[src/rtl/disk_if_pkg.sv]
// Shared definitions for the disk controller SPI link: opcodes, fill bytes,
// bridge state encoding and the byte-counter helper.
package disk_if_pkg;

    localparam logic [7:0] OP_STATUS = 8'h01;
    localparam logic [7:0] OP_CTRL   = 8'h02;
    localparam logic [7:0] OP_WRDATA = 8'h03;
    localparam logic [7:0] OP_RDDATA = 8'h04;

    localparam logic [7:0] FILL_CMD  = 8'h00;
    localparam logic [7:0] FILL_IDLE = 8'hFF;

    localparam int BYTE_CNT_W = 10;
    localparam logic [BYTE_CNT_W-1:0] CTRL_BYTES = 10'd4;

    typedef enum logic [2:0] {
        ST_IDLE,
        ST_CMD,
        ST_STATUS,
        ST_CTRL,
        ST_WRDATA,
        ST_RDDATA,
        ST_DISCARD
    } bridge_state_e;

    function automatic logic [BYTE_CNT_W-1:0] sat_inc(
        input logic [BYTE_CNT_W-1:0] cnt,
        input logic [BYTE_CNT_W-1:0] lim
    );
        return (cnt >= lim) ? cnt : cnt + BYTE_CNT_W'(1);
    endfunction

endpackage

[src/rtl/spi_sync_edge.sv]
// Multi-flop synchroniser for one SPI pin with rise/fall pulses in the clk
// domain; IDLE_LVL is the level the pin rests at while the bus is quiet.
module spi_sync_edge #(
    parameter int   STAGES   = 2,
    parameter logic IDLE_LVL = 1'b0
) (
    input  logic clk,
    input  logic rst_n,
    input  logic async_i,
    output logic level_o,
    output logic rise_o,
    output logic fall_o
);

    logic [STAGES-1:0] sync_q;
    logic              prev_q;

    always_ff @(posedge clk or negedge rst_n) begin
        if (!rst_n) begin
            sync_q <= {STAGES{IDLE_LVL}};
            prev_q <= IDLE_LVL;
        end else begin
            sync_q <= {sync_q[STAGES-2:0], async_i};
            prev_q <= sync_q[STAGES-1];
        end
    end

    assign level_o = sync_q[STAGES-1];
    assign rise_o  = sync_q[STAGES-1] & ~prev_q;
    assign fall_o  = ~sync_q[STAGES-1] & prev_q;

endmodule

[src/rtl/disk_spi_bridge.sv]
// SPI (mode 0) slave bridging an MCU to the FDC status/control words and
// sector FIFOs, fully oversampled in the clk domain.
//
// state      | meaning
// -----------+------------------------------------------------------------
// ST_IDLE    | cs_n high, MISO parked at 1, waiting for cs_n fall
// ST_CMD     | receiving opcode byte, MISO sends 0x00
// ST_STATUS  | shifting out the disk_sr snapshot, then 0xFF
// ST_CTRL    | assembling a 4-byte disk_cr word, extra bytes ignored
// ST_WRDATA  | each received byte strobed into the FDC read FIFO
// ST_RDDATA  | each byte start pops the FDC write FIFO onto MISO
// ST_DISCARD | unknown opcode, MISO sends 0xFF, no side effects
module disk_spi_bridge
    import disk_if_pkg::*;
#(
    parameter int SECTOR_BYTES = 512,
    parameter int SYNC_STAGES  = 2
) (
    input  logic        clk,
    input  logic        rst_n,
    input  logic        spi_sclk,
    input  logic        spi_cs_n,
    input  logic        spi_mosi,
    output logic        spi_miso,
    input  logic [31:0] disk_sr,
    output logic [31:0] disk_cr,
    output logic [7:0]  disk_data_in,
    output logic        disk_data_clkin,
    input  logic [7:0]  disk_data_out,
    output logic        disk_data_clkout
);

    localparam logic [BYTE_CNT_W-1:0] SECTOR_LIM = BYTE_CNT_W'(SECTOR_BYTES);

    logic sclk_lvl, sclk_rise, sclk_fall;
    logic cs_lvl, cs_rise, cs_fall;
    logic mosi_lvl, mosi_rise, mosi_fall;

    spi_sync_edge #(.STAGES(SYNC_STAGES), .IDLE_LVL(1'b0)) u_sync_sclk (
        .clk(clk), .rst_n(rst_n), .async_i(spi_sclk),
        .level_o(sclk_lvl), .rise_o(sclk_rise), .fall_o(sclk_fall)
    );

    spi_sync_edge #(.STAGES(SYNC_STAGES), .IDLE_LVL(1'b1)) u_sync_cs (
        .clk(clk), .rst_n(rst_n), .async_i(spi_cs_n),
        .level_o(cs_lvl), .rise_o(cs_rise), .fall_o(cs_fall)
    );

    spi_sync_edge #(.STAGES(SYNC_STAGES), .IDLE_LVL(1'b0)) u_sync_mosi (
        .clk(clk), .rst_n(rst_n), .async_i(spi_mosi),
        .level_o(mosi_lvl), .rise_o(mosi_rise), .fall_o(mosi_fall)
    );

    logic unused_sync;
    assign unused_sync = &{1'b0, sclk_lvl, mosi_rise, mosi_fall};

    bridge_state_e         state_q;
    logic [2:0]            bit_cnt_q;
    logic [BYTE_CNT_W-1:0] byte_cnt_q;
    logic [7:0]            rx_q;
    logic [7:0]            tx_q;
    logic [31:0]           snap_q;
    logic [31:0]           cr_sh_q;
    logic [31:0]           cr_q;
    logic [7:0]            data_in_q;
    logic                  clkin_q;
    logic                  clkout_q;
    logic                  miso_q;

    logic [7:0] rx_d;
    logic       byte_done;

    assign rx_d      = {rx_q[6:0], mosi_lvl};
    assign byte_done = sclk_rise & (bit_cnt_q == 3'd7);

    always_ff @(posedge clk or negedge rst_n) begin
        if (!rst_n) begin
            state_q    <= ST_IDLE;
            bit_cnt_q  <= '0;
            byte_cnt_q <= '0;
            rx_q       <= '0;
            tx_q       <= '0;
            snap_q     <= '0;
            cr_sh_q    <= '0;
            cr_q       <= '0;
            data_in_q  <= '0;
            clkin_q    <= 1'b0;
            clkout_q   <= 1'b0;
            miso_q     <= 1'b1;
        end else begin
            clkin_q  <= 1'b0;
            clkout_q <= 1'b0;
            if (cs_rise) begin
                state_q   <= ST_IDLE;
                miso_q    <= 1'b1;
                bit_cnt_q <= '0;
            end else if (state_q == ST_IDLE) begin
                miso_q <= 1'b1;
                if (cs_fall) begin
                    state_q    <= ST_CMD;
                    bit_cnt_q  <= '0;
                    byte_cnt_q <= '0;
                    tx_q       <= FILL_CMD;
                    miso_q     <= FILL_CMD[7];
                end
            end else if (!cs_lvl) begin
                if (sclk_rise) begin
                    rx_q      <= rx_d;
                    bit_cnt_q <= bit_cnt_q + 3'd1;
                end
                // After a byte boundary the freshly loaded MSB goes out unshifted
                if (sclk_fall) begin
                    if (bit_cnt_q == 3'd0) begin
                        miso_q <= tx_q[7];
                    end else begin
                        miso_q <= tx_q[6];
                        tx_q   <= {tx_q[6:0], 1'b0};
                    end
                end
                if (byte_done) begin
                    tx_q <= FILL_IDLE;
                    case (state_q)
                        ST_CMD: begin
                            case (rx_d)
                                OP_STATUS: begin
                                    state_q <= ST_STATUS;
                                    tx_q    <= disk_sr[31:24];
                                    snap_q  <= {disk_sr[23:0], FILL_IDLE};
                                end
                                OP_CTRL:   state_q <= ST_CTRL;
                                OP_WRDATA: state_q <= ST_WRDATA;
                                OP_RDDATA: begin
                                    state_q <= ST_RDDATA;
                                    if (byte_cnt_q < SECTOR_LIM) begin
                                        tx_q       <= disk_data_out;
                                        clkout_q   <= 1'b1;
                                        byte_cnt_q <= sat_inc(byte_cnt_q, SECTOR_LIM);
                                    end
                                end
                                default:   state_q <= ST_DISCARD;
                            endcase
                        end
                        ST_STATUS: begin
                            tx_q   <= snap_q[31:24];
                            snap_q <= {snap_q[23:0], FILL_IDLE};
                        end
                        ST_CTRL: begin
                            if (byte_cnt_q < CTRL_BYTES) begin
                                cr_sh_q    <= {cr_sh_q[23:0], rx_d};
                                byte_cnt_q <= sat_inc(byte_cnt_q, SECTOR_LIM);
                                if (byte_cnt_q == CTRL_BYTES - BYTE_CNT_W'(1)) begin
                                    cr_q <= {cr_sh_q[23:0], rx_d};
                                end
                            end
                        end
                        ST_WRDATA: begin
                            if (byte_cnt_q < SECTOR_LIM) begin
                                data_in_q  <= rx_d;
                                clkin_q    <= 1'b1;
                                byte_cnt_q <= sat_inc(byte_cnt_q, SECTOR_LIM);
                            end
                        end
                        ST_RDDATA: begin
                            if (byte_cnt_q < SECTOR_LIM) begin
                                tx_q       <= disk_data_out;
                                clkout_q   <= 1'b1;
                                byte_cnt_q <= sat_inc(byte_cnt_q, SECTOR_LIM);
                            end
                        end
                        default: ;
                    endcase
                end
            end
        end
    end

    assign spi_miso         = miso_q;
    assign disk_cr          = cr_q;
    assign disk_data_in     = data_in_q;
    assign disk_data_clkin  = clkin_q;
    assign disk_data_clkout = clkout_q;

endmodule

[config.mk]
export PLATFORM = sky130hd
export DESIGN_NAME = disk_spi_bridge
export DESIGN_NICKNAME = d
export VERILOG_FILES = /design/src/rtl/disk_if_pkg.sv /design/src/rtl/spi_sync_edge.sv /design/src/rtl/disk_spi_bridge.sv
export SDC_FILE = /design/constraint.sdc
export NUM_CORES = 1
export LEC_CHECK = 0
export CAP_MARGIN = 20
export CORE_MARGIN = 2
export CORE_UTILIZATION = 30
export CTS_CLUSTER_SIZE = 25
export DETAILED_ROUTE_END_ITERATION = 16
export PLACE_DENSITY_LB_ADDON = 0.15
export SYNTH_ARGS = -nofsm -noshare
export SYNTH_HDL_FRONTEND = slang
export SYNTH_SLANG_ARGS = --single-unit
[constraint.sdc]
create_clock -name clk -period 2.95 [get_ports clk]
set_input_delay 0.4425 -clock clk [delete_from_list [all_inputs] [get_ports clk]]
set_output_delay 0.4425 -clock clk [all_outputs]
set_load 0.03 [all_outputs]
# == Word-level counts from Yosys, hierarchy flattened ==
# Index checks and enable logic that the tools add are counted.
# op_classes
n_mux,50
n_lt_le_gt_ge,3
shifts,0
n_bitwise,11
n_eq_ne,19
div_mod_pow,0
addsub,2
mul,0
reduce_logical,21
# ops
cell,count
$mux W10,8
$pmux W32 S2,1
$mux W8,7
$mux W3,11
$mux W32,1
$pmux W10 S3,1
$pmux W8 S3,1
$reduce_and A6 Y1,3
$mux W1,17
$eq A8 B2 Y1 const B,2
$pmux W8 S2,1
$ne A3 B3 Y1 const B,5
$reduce_bool A3 Y1,5
$reduce_and A7 Y1,2
$pmux W3 S4,1
$add A10 B1 Y10 const B,1
$eq A10 B2 Y1 const B,1
$ge A10 B10 Y1 const B,1
$lt A10 B10 Y1 const B,1
$lt A10 B3 Y1 const B,1
$eq A3 B3 Y1 const B,3
$eq A8 B1 Y1 const B,1
$eq A8 B3 Y1 const B,1
$reduce_and A4 Y1,2
other kinds (15),28
# totals
mem_bits_ro,0
mem_bits_rw,0
register_bits,138
n_memories,0
inputBits,45
output_inout_bits,43
latch_bits,0

# == Longest topological paths before layout ==
# Gate-level depths: netlist of the first run.
# logic_depth
word_depth,8
mapped_depth,8
mapped_depth_nobuf,7

# == Modules after synthesis ==
# From an unflattened synthesis of the first run, not the netlist that was laid out.
# unflattened
hier_cells,516
hier_area_um2,6150.9
# modules_own_cells
module,instances,seq_area_each_um2,area_per_inst_um2,cells_per_inst
disk_spi_bridge,1,3079.2,5876.9,501
spi_sync_edge (u_sync_mosi ...),2,75.1,90.1,5
spi_sync_edge (u_sync_cs),1,78.8,93.8,5

# == Least setup slack after synthesis of the first run ==
# No wires, ideal clock.
# synth_path
kind,reg2reg
startpoint,register u_sync_cs.sync_q[1]
endpoint,register cr_sh_q[10]
setup_ns,0.125
path_slack_ns,0.525
synth_period_minus_slack_ns,2.425
arrival_time_ns,2.301
n_path_buf,3
stages_incl_launch_ff,8
path_cell_list,dfstp_2 -> or3b_1 -> buf_2 -> or4b_1 -> buf_2 -> nor3_4 -> buf_4 -> mux2_2
# synth_via
elab_chain_len,3
word_cells_on_any_way,4
# synth_rtl
element,line_no,text
from (decl),spi_sync_edge.sv:15,logic [STAGES-1:0] sync_q;
from (signal assigned),spi_sync_edge.sv:20,sync_q <= {STAGES{IDLE_LVL}};
from (signal assigned),spi_sync_edge.sv:23,"sync_q <= {sync_q[STAGES-2:0], async_i};"
$and A1 B1 Y1,spi_sync_edge.sv:29,assign rise_o = sync_q[STAGES-1] & ~prev_q;
$not A1 Y1 (no source line),--,
$reduce_and A6 Y1 (no source line) (*),--,
to (signal assigned),disk_spi_bridge.sv:149,"cr_sh_q <= {cr_sh_q[23:0], rx_d};"
to (decl),disk_spi_bridge.sv:63,logic [31:0] cr_sh_q;
# Mark *: on every way between the ends. The rest lies on a longest branch, timed or not.
# A chain may end at the register's enable or synchronous reset.

# == Worst setup path after layout of the first run ==
# layout_path
startpoint,register u_sync_cs.sync_q[1]
endpoint,"register cr_q[3], in the netlist disk_cr[3]"
# layout_via
elab_chain_len,3
word_cells_on_any_way,4
# layout_rtl
element,line_no,text
$and A1 B1 Y1,spi_sync_edge.sv:29,
$not A1 Y1 (no source line),--,
$reduce_and A7 Y1 (no source line) (*),--,
to (signal assigned),disk_spi_bridge.sv:152,"cr_q <= {cr_sh_q[23:0], rx_d};"
to (decl),disk_spi_bridge.sv:64,logic [31:0] cr_q;
# Marks and branches as above.

==> flow_summary.yaml, run 1 <==
final_layout:
  final_area_sq_um: 7933
  antennaDiodeCount: 0
  multi_input_area_sq_um: 2620
  syn2layout_area_growth_pct: 30.37
  final_nets: 675
  drive_gt1_share_pct: 21.86
  fillers: 1993
  regArea_sq_um: 3283
cts:
  htreeDepth: 4
  hold_buffers: 0
  post_cts_buffers: 0
  cts_root_buffer: "clkbuf_16"
  cts_tree: "done"
  cts_resized: 0
  clk_latency_ns: 0.42
  cts_inserted_buffers: 17
  clock_sinks: 131
  cts.path.max_buffers: 2
  clk_pin_slew_ns: 0.06
logic_synthesis:
  synth_area_leader_cell: "dfrtp_1"
  yosys.area.top_type_share_pct: 52.23
  syn_area_sq_um: 6085
  yosys_warnings: 0
  synth_most_common_cell: "dfrtp_1"
  yosys_register_bits: 131
  synth.distinct_cells: 54
  netlist_top_cells_area: "dfrtp_1 52%, mux2_4 7.4%, mux2_2 6.5%, nand2_1 2.9%, nor2_1 2.7%"
  synth_ff_type: "dfrtp_1"
  synth_nets: 581
  synth_common_cells: "127 x dfrtp_1, 47 x nand2_1, 44 x nor2_1"
  async_reset_ff_share_pct: 100.0
  synth.avg_cell_area_sq_um: 11.50
  ys_seq_area_share_pct: 53.96
  synth_edf_count: 0
  postSynthCellCount: 529
setup_path:
  worstSetupEndpointType: "flip-flop"
  required_ns: 3.25
  r2r_slack_ns: 0.14
  worstReg2RegEnd: "disk_cr[3]"
  worstRegToRegCells: 6
  cp.arrival_ns: 3.11
  critical_path_class: "flip-flop to flip-flop"
  cp_max_fo: 32
  cp-start-kind: "flip-flop"
  reg2reg_from: "u_sync_cs.sync_q[1]"
sta:
  max_clock_freq_mhz: 356.0
  finalHoldViolations: 0
  setup_viol: 0
  skew_ns: 0.009816
  worst_slack_ns: 0.1411
  worst_pin_slew_ns: 0.7619
  rsz0062_at_grt: "no"
  finalMaxSlewViolations: 0
  tns_ns: 0
  max-slew-margin-rel_pct: 48.97
  period_minus_slack_ns: 2.809
  post-route-period-util_pct: 95.22
job:
  maxCapViolCount: 0
route:
  drt-initial-drc-count: 210
  drt_pass1_iterations: 5
  drt_wl_total_um: 14300
  vias_per_cell: 4.858
  ant_nets: 0
  vias: 4401
  drc_errors: 0
  wl_per_cell_um: 15.78
power:
  ir_worst_vdd_mv: 0.4497
  powerDensity_nw_per_um2: 660.6
  p_total_mw: 5.240
  p_leak_nw: 3.531
worst_hold_path:
  hp-class: "input port to async pin"
place:
  dp_hpwl_um: 10010
  io_buffers: 87
  pre_cts_slack_ns: 0.1641
  place_area_sq_um: 7332
  finalWeightedCongestion: 0.8271
floorplanning:
  ios: 88
  rows: 52
  initial_core_util_pct: 30.36
  dieArea_sq_um: 21440
  core_sq_um: 20040
  die_h_um: 146.4
  die_w_um: 146.4
grt:
  grt_pass1_wl_um: 23930
  grt_util_all_layers_pct: 14.08
  grt_pass1_vias: 4490
  antenna_found_initial: 0
  grt_overflow: 0
  grt_max_degree: 70
status:
  status: "completed"
[final cells by class]
cell class | count | share of cell area [%]
Tap cell | 270 | 4.259
Timing Repair Buffer | 110 | 13.49
Inverter | 9 | 0.4259
Clock buffer | 17 | 5.363
Multi-Input combinational cell | 354 | 33.03
Sequential cell | 131 | 41.39
Clock inverter | 15 | 2.050
[sequential cells by signal, summed over array words and instances, names as in the netlist, 2 cells and up]
register and flops:
u_sync_mosi.sync_q 2, cr_sh_q 24, disk_cr 32, rx_q 7, bit_cnt_q 3, u_sync_sclk.sync_q 2
u_sync_cs.sync_q 2, tx_q 8, state_q 3, byte_cnt_q 10, disk_data_in 8, snap_q 25
[layer usage]
metal  global-route usage (%)  up-vias  part of all wire, %
met5                        0        -                    0
met4                    3.641        0                 0.78
met3                    3.531       11                  5.0
met2                    22.05      132                   46
met1                    19.59     2155                   48
li1                         -     2103                    -
[report_power, final]
| part | internal (mW) | total [mW] | switching (mW) |
|---|---|---|---|
| logic | 0.470 | 1.15 | 0.676 |
| clock network | 1.20 | 2.08 | 0.883 |
| registers | 1.89 | 2.01 | 0.126 |
| total | 3.55 | 5.24 | 1.69 |
[stage by stage]
step,hold WS (ns),instances,util [%]
finish,0.03435,906,39.59
global route,0.08456,906,39.59
CTS,0.05677,905,39.52
detailed placement,0.3410,873,36.59
global placement,0.3382,873,36.59
floorplan,0.1469,529,-
[how the worst max path moves through the flow]
| stage | startpoint | to | slack, ns | depth (start not counted) |
|---|---|---|---|---|
| after CTS | u_sync_cs.sync_q[1] | disk_cr[3] | 0.15 | 6 |
| final | u_sync_cs.sync_q[1] | disk_cr[3] | 0.14 | 6 |
| after global routing | u_sync_cs.sync_q[1] | disk_cr[2] | 0.09 | 6 |
| after global placement | u_sync_cs.sync_q[1] | disk_cr[3] | 0.21 | 6 |
| after floorplan | u_sync_cs.sync_q[1] | cr_sh_q[10] | 0.52 | 7 |
| after detailed placement | u_sync_cs.sync_q[1] | disk_cr[3] | 0.16 | 6 |
[logic make-up after synthesis]
family | after synthesis | synth area share [%]
xor gates and xnor gates | 2 | 0.2879
buffers and inverters | 44 | 3.331
adders and majority gates | 7 | 1.439
DFF | 131 | 53.96
and+or+nand+nor | 164 | 13.65
muxes | 76 | 15.90
AOI/OAI and AO/OA | 105 | 11.43
[worst max-delay path, cell delays in order, from the launching register on]
cell	delay, ns
dfstp_2	0.40
or3b_1	0.50
or4b_1	0.76
nor3_2	0.27
nand2_2	0.06
buf_4	0.30
mux2_4	0.37
[cell usage in the layout, fill, tap and decap left out, drive strengths merged, types with 8 or more instances in the layout]
cell           Yosys  layout
a21oi             31      31
a31oi             19      19
buf               12      23
clkbuf            23      18
clkdlybuf4s50      0      86
dfrtp            127     127
inv                9      18
mux2              75      75
nand2             48      48
nand2b            13      13
nor2              44      44
nor3              13      13
o21ai              8       8
o31ai             14      14
Power figures use the tool's default switching activity.
==> inputs of run 2 (changes only) <==
--- a/config.mk
+++ b/config.mk
@@ -11,6 +11,7 @@
 export CTS_CLUSTER_SIZE = 25
 export DETAILED_ROUTE_END_ITERATION = 16
 export PLACE_DENSITY_LB_ADDON = 0.15
+export SKIP_LAST_GASP = 1
 export SYNTH_ARGS = -nofsm -noshare
 export SYNTH_HDL_FRONTEND = slang
 export SYNTH_SLANG_ARGS = --single-unit
==> results of run 2 <==
The final DEF is identical to that of run 1; final timing and power are the same.
==> inputs of run 3 (changes only) <==
--- a/config.mk
+++ b/config.mk
@@ -8,6 +8,7 @@
 export CAP_MARGIN = 20
 export CORE_MARGIN = 2
 export CORE_UTILIZATION = 30
+export CTS_BUF_LIST = sky130_fd_sc_hd__clkbuf_4
 export CTS_CLUSTER_SIZE = 25
 export DETAILED_ROUTE_END_ITERATION = 16
 export PLACE_DENSITY_LB_ADDON = 0.15
==> flow_summary.yaml, run 3 (same netlist as run 1, synthesis figures left out) <==
place:
  finalWeightedCongestion: 0.8271
  pre_cts_slack_ns: 0.1641
  dp_hpwl_um: 10010
  io_buffers: 87
  place_area_sq_um: 7332
route:
  drt_pass1_iterations: 4
  vias: 4349
  drt_wl_total_um: 14250
  wl_per_cell_um: 15.71
  drc_errors: 0
  vias_per_cell: 4.795
  drt-initial-drc-count: 252
  ant_nets: 0
grt:
  grt_pass1_vias: 4497
  grt_util_all_layers_pct: 14.03
  grt_overflow: 0
  grt_pass1_wl_um: 23850
  grt_max_degree: 70
  antenna_found_initial: 0
setup_path:
  worstRegToRegCells: 6
  max_stage_delay_ns: 0.74
  critical_path_class: "flip-flop to flip-flop"
  crit_buf_inv: 1
  crit_chain: "or3b_1 -> or4b_1 -> nor3_2 -> nand2_2 -> buf_4 -> mux2_4"
  required_ns: 3.38
  crit_cells: 6
  cp.arrival_ns: 3.22
  worstSetupEndpointType: "flip-flop"
  slowest_stage: "or4b_1"
  cp-start-kind: "flip-flop"
  reg2reg_from: "u_sync_cs.sync_q[1]"
  crit_family: "simple AND/OR/NAND/NOR gates"
  cp-startpoint: "u_sync_cs.sync_q[1]"
  cp_max_fo: 32
power:
  powerDensity_nw_per_um2: 574.8
  p_leak_nw: 3.404
  ir_worst_vdd_mv: 0.2463
final_layout:
  largest_reg_flops: 32
  final_area_sq_um: 7645
  antennaDiodeCount: 0
  utilization_pct: 38.15
  final_common_cell: "dfrtp_1"
  final_cell_mix: "127 x dfrtp_1, 86 x clkdlybuf4s50_1, 47 x nand2_1"
  final_nets: 676
  syn2layout_area_growth_pct: 25.64
  drive_gt1_share_pct: 21.82
sta:
  max_clock_freq_mhz: 358.9
  setup_viol: 0
  rsz0062_at_grt: "no"
  skew_ns: 0.02599
  period_minus_slack_ns: 2.786
  finalHoldViolations: 0
  worst_pin_slew_ns: 0.7592
  post-route-period-util_pct: 94.45
  worst_slack_ns: 0.1638
  tns_ns: 0
  finalMaxSlewViolations: 0
  max-slew-margin-rel_pct: 49.15
cts:
  clock_sinks: 131
  cts_tree: "done"
  htreeDepth: 4
  cts_root_buffer: "clkbuf_4"
  post_cts_buffers: 0
  cts.path.max_buffers: 2
  clk_pin_slew_ns: 0.13
  clk_latency_ns: 0.54
  cts_inserted_buffers: 17
job:
  maxCapViolCount: 0
floorplanning:
  core_sq_um: 20040
  rows: 52
  die_w_um: 146.4
  ios: 88
  dieArea_sq_um: 21440
  die_h_um: 146.4
  initial_core_util_pct: 30.36
worst_hold_path:
  hp-class: "input port to flip-flop"
  holdPathStages: 1
  hp-start: "spi_cs_n"
status:
  status: "completed"
-- run 3: where the power goes --
part,total [mW],internal (mW),switching (mW)
Sequential,2.01,1.88,0.125
Combinational,1.15,0.470,0.675
Clock,1.24,0.458,0.782
Total,4.39,2.81,1.58
-- run 3: path summary, 6_finish.rpt --
kind	end	slack (ns)
setup / recovery	disk_cr[24]	0.16
hold / removal	u_sync_cs.sync_q[0]	0.31
setup reg to reg	disk_cr[24]	0.16
hold reg to reg	u_sync_cs.sync_q[1]	0.36
max in group asynchronous	snap_q[21]	1.65
min in group asynchronous	disk_cr[25]	0.47
-- run 3: area by class of cell --
type                       count  area (sq um)
clock buffer                  17         127.6
clock inverter                15         162.7
fill                        2019         12390
inverter                       9         33.78
multi-input combinational    354          2620
sequential                   131          3283
tap                          270         337.8
timing repair buffer         111          1080
-- run 3: per-stage QoR --
stage | std cells | power [mW] | hold WS [ns]
2_1_floorplan | 529 | 2.717 | 0.1469
3_3_place_gp | 873 | 3.182 | 0.3382
3_5_place_dp | 873 | 3.197 | 0.3410
4_1_cts | 906 | 4.474 | 0.2362
5_1_grt | 907 | 4.698 | 0.2496
6_report | 907 | 4.394 | 0.3051
-- run 3: routing by layer --
layer / track usage [%] / vias to the layer above / routed length, um
met5: 0 / - / 0
met4: 3.350 / 0 / 90
met3: 3.625 / 7 / 657
met2: 22.05 / 113 / 6517
met1: 19.51 / 2125 / 6988
li1: - / 2104 / -
-- run 3: what timing repair did --
action,CTS,global route
hold endpoints to repair,66,0
gates resized for setup,0,1
hold buffers,1,0
endpoints found under the setup margin,0,4
